[src/rtl/vdp1_cmd_seq.sv]
// VDP1 command list sequencer: walks the command table chain in VRAM, resolves
// jump modes and hands each drawable command table to the draw engine.
//
// state | meaning
// IDLE  | list finished or never started
// HDR0  | reading word 0 (CMDCTRL)
// HDR1  | reading word 1 (CMDLINK)
// BODY  | reading words 2..15
// ISSUE | command presented, waiting for draw engine ack
// NEXT  | resolving the address of the next command table
module vdp1_cmd_seq #(
  parameter int VRAM_AW = 18
) (
  input  logic               CLK,
  input  logic               RST,
  input  logic               START,
  output logic [VRAM_AW-1:0] VRAM_A,
  output logic               VRAM_RD,
  input  logic [15:0]        VRAM_DI,
  input  logic               VRAM_RDY,
  output logic [255:0]       CMD,
  output logic               CMD_VALID,
  input  logic               CMD_ACK,
  output logic [VRAM_AW-1:0] CUR_ADDR,
  output logic [VRAM_AW-1:0] LAST_ADDR,
  output logic               CEF,
  output logic               BEF,
  output logic               BUSY
);

  typedef enum logic [2:0] {
    S_IDLE,
    S_HDR0,
    S_HDR1,
    S_BODY,
    S_ISSUE,
    S_NEXT
  } state_t;

  state_t state, state_nxt;

  logic [15:0]        words [16];
  logic [3:0]         word_cnt;
  logic [VRAM_AW-1:0] cur_addr, last_addr, stack_addr;
  logic               stack_valid, cef, bef;
  logic [VRAM_AW-1:0] seq_addr, link_addr;
  logic [17:0]        link_full;
  logic [2:0]         jp;
  logic [3:0]         comm;
  logic               comm_ok, rd_done;

  assign jp        = words[0][14:12];
  assign comm      = words[0][3:0];
  assign rd_done   = VRAM_RD && VRAM_RDY;
  assign seq_addr  = cur_addr + VRAM_AW'(16);
  // CMDLINK is in 8-byte units; its low two bits are dropped to stay table-aligned
  assign link_full = {words[1][15:2], 4'b0000};
  assign link_addr = VRAM_AW'(link_full);

  always_comb begin
    comm_ok = 1'b0;
    case (comm)
      4'h0, 4'h1, 4'h2, 4'h4, 4'h5, 4'h6, 4'h8, 4'h9, 4'hA: comm_ok = 1'b1;
      default: comm_ok = 1'b0;
    endcase
  end

  always_ff @(posedge CLK) begin
    if (RST) state <= S_IDLE;
    else     state <= state_nxt;
  end

  always_comb begin
    state_nxt = state;
    if (START) begin
      state_nxt = S_HDR0;
    end else begin
      case (state)
        S_IDLE:  state_nxt = S_IDLE;
        S_HDR0:  if (rd_done) state_nxt = VRAM_DI[15] ? S_IDLE : S_HDR1;
        S_HDR1:  if (rd_done) state_nxt = (jp[2] || !comm_ok) ? S_NEXT : S_BODY;
        S_BODY:  if (rd_done && word_cnt == 4'd15) state_nxt = S_ISSUE;
        S_ISSUE: if (CMD_ACK) state_nxt = S_NEXT;
        S_NEXT:  state_nxt = S_HDR0;
        default: state_nxt = S_IDLE;
      endcase
    end
  end

  always_comb begin
    VRAM_RD   = (state == S_HDR0) || (state == S_HDR1) || (state == S_BODY);
    VRAM_A    = cur_addr + VRAM_AW'(word_cnt);
    CMD_VALID = (state == S_ISSUE);
    BUSY      = (state != S_IDLE);
    CUR_ADDR  = cur_addr;
    LAST_ADDR = last_addr;
    CEF       = cef;
    BEF       = bef;
    CMD       = '0;
    for (int i = 0; i < 16; i++) CMD[255-16*i -: 16] = words[i];
  end

  always_ff @(posedge CLK) begin
    if (RST) begin
      word_cnt    <= '0;
      cur_addr    <= '0;
      last_addr   <= '0;
      stack_addr  <= '0;
      stack_valid <= 1'b0;
      cef         <= 1'b0;
      bef         <= 1'b0;
      for (int i = 0; i < 16; i++) words[i] <= '0;
    end else if (START) begin
      // restart discards any in-flight read data or ack from this cycle
      bef         <= cef;
      cef         <= 1'b0;
      stack_valid <= 1'b0;
      cur_addr    <= '0;
      word_cnt    <= '0;
    end else begin
      case (state)
        S_HDR0, S_HDR1, S_BODY: begin
          if (rd_done) begin
            words[word_cnt] <= VRAM_DI;
            word_cnt        <= word_cnt + 4'd1;
            if (state == S_HDR0 && VRAM_DI[15]) begin
              cef       <= 1'b1;
              last_addr <= cur_addr;
            end
          end
        end
        S_NEXT: begin
          word_cnt <= '0;
          case (jp[1:0])
            2'd0: cur_addr <= seq_addr;
            2'd1: cur_addr <= link_addr;
            2'd2: begin
              stack_addr  <= seq_addr;
              stack_valid <= 1'b1;
              cur_addr    <= link_addr;
            end
            default: begin
              if (stack_valid) begin
                cur_addr    <= stack_addr;
                stack_valid <= 1'b0;
              end else begin
                cur_addr <= seq_addr;
              end
            end
          endcase
        end
        default: ;
      endcase
    end
  end

endmodule

[config.mk]
export PLATFORM = sky130hd
export DESIGN_NAME = vdp1_cmd_seq
export DESIGN_NICKNAME = d
export VERILOG_FILES = /design/src/rtl/vdp1_cmd_seq.sv
export SDC_FILE = /design/constraint.sdc
export NUM_CORES = 1
export LEC_CHECK = 0
export ABC_AREA = 1
export BUFFER_PORTS_ARGS = -buffer_cell sky130_fd_sc_hd__buf_4
export CAP_MARGIN = 20
export CORE_ASPECT_RATIO = 1.75
export CORE_MARGIN = 2
export CORE_UTILIZATION = 30
export DETAILED_ROUTE_END_ITERATION = 12
export GPL_ROUTABILITY_DRIVEN = 0
export REMOVE_ABC_BUFFERS = 1
export SLEW_MARGIN = 20
export SYNTH_ARGS = -nofsm -noshare
export SYNTH_HDL_FRONTEND = slang
export SYNTH_SLANG_ARGS = --single-unit
export TNS_END_PERCENT = 1
[constraint.sdc]
create_clock -name CLK -period 2.3 [get_ports CLK]
set_clock_uncertainty 0.05 [all_clocks]
set_input_delay 0 -clock CLK [delete_from_list [all_inputs] [get_ports CLK]]
set_output_delay 0 -clock CLK [all_outputs]
set_load 0.005 [all_outputs]
; ---- After elaboration in Yosys (flattened, before gate mapping)
; Memories as Yosys holds them, arrays and structs flattened.
; Cells that the tools add are included.
[word_totals]
ff_bits = 64
ram_bits = 256
romBits = 16
input_bits = 21
output_inout_bits = 315
wordCells = 78
mem_count = 2
[memory_table]
columns = memory, depth, width, rd, rd_ports_with_merged_regs, wr, line
row1 = words, 16, 16, 16, 0, 16, 42  ; logic [15:0] words [16];
row2 = (name not given), 16, 1, 1, 0, 0, 62  ; case (comm)
[op_classes]
add_sub_neg = 3
eq_ne = 17
mux = 23
bitwise_logic = 2
n_reduce_logical = 22
[op_table]
columns = cell, n
row1 = case mux 18 bit (2 select lines), 1
row2 = adder 18 x 4 -> 18 bit, 1
row3 = "adder 18 x 5 -> 18 bit, second input constant", 1
row4 = 2-to-1 mux 18 bit, 1
row5 = 2-to-1 mux 16 bit, 1
row6 = OR reduction 16 bit, 1
row7 = 2-to-1 mux 3 bit, 5
row8 = case mux 3 bit (5 select lines), 1
row9 = AND reduction 4 bit, 3
row10 = 2-to-1 mux 1 bit, 9
row11 = "!= test 3 bit, second input constant", 3
row12 = 2-to-1 mux 4 bit, 2
row13 = "!= test 2 bit, second input constant", 4
row14 = case mux 4 bit (2 select lines), 1
row15 = "equality test 3 x 2 -> 1 bit, second input constant", 2
row16 = "equality test 3 bit, second input constant", 2
row17 = AND reduction 3 bit, 2
row18 = OR reduction 2 bit, 3
row19 = "adder 4 x 1 -> 4 bit, second input constant", 1
row20 = "equality test 4 bit, second input constant", 1
row21 = AND reduction 2 bit, 2
row22 = "equality test 3 x 1 -> 1 bit, second input constant", 1
row23 = logical AND 1 bit, 3
row24 = logical OR 1 bit, 3
row25 = 12 further kinds, 13

; ---- Longest topological paths before layout
[logic_depth]
ltp_word = 11
ltp_mapped = 11
mapped_depth_nobuf = 10

; ---- Least setup slack after synthesis
; Ideal clock, no wire load.
[synth_path]
path_type = register to register
from = reg state[2]
to = mem words[4][0], enable pin
setup_time_ns = 0.372
arrival_ns = 1.819
required_time_ns = 1.878
setup_slack_ns = 0.059
path_stages_with_launch = 12
n_path_buf = 1
period_less_slack_ns = 2.241
cell_sequence = dfxtp_1 > inv_2 > ha_1 > inv_1 > nand2_1 > nand2_2 > nor2_4 > inv_4 > nor2_8 > nand2_4 > buf_6 > nand2_1
[synth_lines]
columns = item, line
row1 = from (decl), 40  ; state_t state, state_nxt;
row2 = from (signal assigned), 70  ; else state <= state_nxt;
row3 = to (decl), 42

; ---- Final worst setup path
[layout_path]
from = reg word_cnt[0]
to = out VRAM_A[14]
[layout_via]
elab_chain_cells = 1
[layout_lines]
columns = item, line
row1 = from (decl), 43  ; logic [3:0] word_cnt;
row2 = from (signal assigned), 125  ; word_cnt <= word_cnt + 4'd1;
row3 = adder 18 x 4 -> 18 bit, 92  ; VRAM_A = cur_addr + VRAM_AW'(word_cnt);
row4 = to (decl), 17  ; output logic [VRAM_AW-1:0] VRAM_A,
; No other way between the ends.

==> impl_results.md <==
* Worst Setup Path Type: reg -> out
* Pin count of the biggest net entering global routing at 33
* Routed WL at approximately 46000 µm
* Filler Cell Count at around 4000
* Die area at 45000 µm²
* EDFF count, synth at approximately 260
* # DRC at 0
* Antenna violations before repair at 0
* Total gr overflow at 0
* CTS tree: yes
* Power Dens Cells at 716 nW/µm²
* Placed cell areas at 16500 µm²
* First-pass GRT wire length at about 66000 µm
* CP max FO at 7
* Slowest stage delay, CP at 0.40 ns
* Tmin final at about 2.3 ns
* CP top delay family: adder cells
* Synthesized netlist cell count at 1166
* Total Routing Usage GR at 19.9%
* Req. time, crit path at 2.25 ns
* Area growth from synthesis to layout at 37.3%
* Fmax at 436 MHz
* DRT iter0 DRCs at about 630
* Final count of hold timing violations at 0
* Post-synthesis instance area at 13000 µm²
* Highest routed layer: met4
* Synth unique cells at 35
* Fraction of layout cells with a size suffix above 1 at 33.0%
* Vias per cell at 4.69
* Die Y at 279 µm
* Worst slew margin at 47.1%
* Clock buffer depth at 3
* Min setup slack post-route at 0.00472 ns
* WP buf/inv at 3
* CP Capture Type: output port
* Core Util, Final at 41.8%
* Skew-Pair Late Insertion Delay at 0.57 ns
* DR pass1 iterations at 6
* Cells after DPL at between 2000 and 2500
* Static leakage power at 0.00787 µW
* Final Cycle Share at 99.8%
* Maxcap violations at 0
* Layout Cells excl Fill at 2153
* Setup-failing EPs final at 0
* Yosys warns at 0
* # diodes at 0
* Final hold slack at 0.0234 ns
* Asr flop ratio synth at 0%
* Vias in the first global route at about 10000
* Synth Flop Type: edfxtp_1
* Final Max Tran Viols at 0
* Outcome: finished clean
* CTS root buf: clkbuf_16
* Routed wl met2 at 24900 µm
* Post-route cell area at 17800 µm²
* #FFs+latches synth at 320
* Total number of vias at 10108
* CTS sink cnt at 320
* Peak supply drop at 560 µV
* Nets at 1605
* RSZ-0062 raised after global routing: true
* Met1 wire length at 16200 µm
* Row cnt at 100
* Hold path depth at 3
* Clock Pin Slew Worst Setup and Hold Paths at 0.07 ns
* I/O Buffers at 335
* Initial Utilization at 30.4%
* Crit path DAT at 2.25 ns
* Pre-CTS setup slack at 0.223 ns
* Reg2reg path depth at 6
* Post-Syn Area per Cell at between 10 and 15 µm²
* H-tree depth at 1
* Antenna-violating nets left at 0
* Startpoint types: flop
* HP Class: in -> reg
* Num CTS Buffers at 30
* HPWL after DPL at about 33000 µm
* Seq/Total Area, Yosys at just under 70%
* Critical Path Stages at 9
* DR WL/cell at approximately 21 µm
* DR WL met3 at between 2000 and 3000 µm
* Max stage delay cell, worst path: fa_2
* Tightest Pin Transition at 0.793 ns
* Ports at between 300 and 400
* Chip width at 161 µm
* CP Cell Sequence: ha_4 > inv_2 > fa_2 > nor2_2 > a211oi_2 > buf_6 > nor2_4 > xor2_1 > buf_4
* Core region area at 42700 µm²
## per-layer routing
layer | vias to the layer above | GRT usage (%)
li1 | 4687 | -
met1 | 4919 | 21.5
met2 | 414 | 37.4
met3 | 88 | 3.85
met4 | 0 | 8.29
met5 | - | 0
## layout make-up
| class | instances | area, µm² | area share, % |
|---|---|---|---|
| clock buffer | 35 | 791 | 4.44 |
| tap | 561 | 702 | 3.94 |
| sequential | 320 | 8980 | 50.4 |
| inverter | 83 | 314 | 1.76 |
| multi-input combinational | 699 | 3410 | 19.1 |
| clock inverter | 21 | 268 | 1.50 |
| timing repair buffer | 434 | 3360 | 18.8 |
## report_power, final
group	internal [µW]	switching [µW]
Clock	3140	2220
Combinational	367	515
Sequential	6420	101
Total	9930	2830
## state kept, by name, summed over array words and instances (netlist names)
name         count
BEF              1
CEF              1
CUR_ADDR        18
LAST_ADDR       18
stack_addr      18
stack_valid      1
state            3
word_cnt         4
words          256
## cells in the final DEF (no fill, tap or decap), types with 6 or more instances in the layout
cell type      count
nand4_1            8
nor2_1           314
dlygate4sd3_1     19
inv_1             76
nand2_1          116
nand2_4           12
clkinv_1           7
dfxtp_2           13
o21ai_0           69
clkbuf_16         31
bufinv_16          6
ha_1              12
edfxtp_1         256
dfxtp_1           51
a21oi_1           64
buf_4            410
nor3_1             6
nor2_2            13
nand3_1           35
xor2_1            13
## final timing paths
kind / start / slack [ns] / endpoint
worst min-delay path: VRAM_DI[10] / 0.02 / words[6][10]$_SDFFCE_PN0P_
worst max register to register: state[0]$_SDFFE_PP0P_ / 0.20 / state[2]$_SDFFE_PP0P_
worst min register to register: stack_addr[7]$_SDFFE_PP0P_ / 0.41 / stack_addr[7]$_SDFFE_PP0P_
worst max-delay path: word_cnt[0]$_SDFFE_PP0P_ / 0.005 / VRAM_A[14]
## metrics by stage
| stage | setup TNS (ns) | total power (µW) |
|---|---|---|
| 2_1_floorplan | -0.424 | 6850 |
| 3_3_place_gp | 0 | 7500 |
| 3_5_place_dp | 0 | 7510 |
| 4_1_cts | -0.140 | 12900 |
| 5_1_grt | -0.593 | 13100 |
| 6_report | 0 | 12800 |
## synth_stat cells (6+ instances only)
| cell | instances | area share, % |
|---|---|---|
| nor2_1 | 326 | 9.4 |
| edfxtp_1 | 256 | 59 |
| nand2_1 | 117 | 3.4 |
| inv_1 | 78 | 2.3 |
| o21ai_0 | 69 | 2.7 |
| a21oi_1 | 64 | 2.5 |
| dfxtp_1 | 64 | 9.9 |
| clkbuf_1 | 36 | 1.0 |
| nand3_1 | 35 | 1.3 |
| buf_6 | 15 | 1.3 |
| ha_1 | 15 | 1.4 |
| xor2_1 | 13 | 0.88 |
| nand2_4 | 12 | 1.0 |
| nand4_1 | 8 | 0.39 |
| buf_2 | 7 | 0.27 |
| nor3_1 | 6 | 0.23 |
## tightest hold or removal path, stage by stage
cell and delay [ns]:
buf_4 0.08, inv_1 0.27, nor2_1 0.18
## cell families (layout without fill, tap and decap cells)
group	count (synthesis)	count (layout)	synth area share, %
compound gates	144	144	5.73
xor+xnor	17	17	1.15
fa+ha+maj	16	16	1.60
buf+inv	147	573	5.32
flops	320	320	69.1
simple gates	522	522	17.1
## what timing repair did
| action | 4_1_cts | 5_1_grt |
|---|---|---|
| gates resized for setup | 14 | 24 |
| hold endpoints to repair | 148 | 0 |
| pin swaps | 0 | 5 |
| setup endpoints to repair | 14 | 15 |
| hold buffers | 19 | 0 |
| setup buffers | 3 | 0 |
No activity file was read; power rests on OpenSTA's default activity.
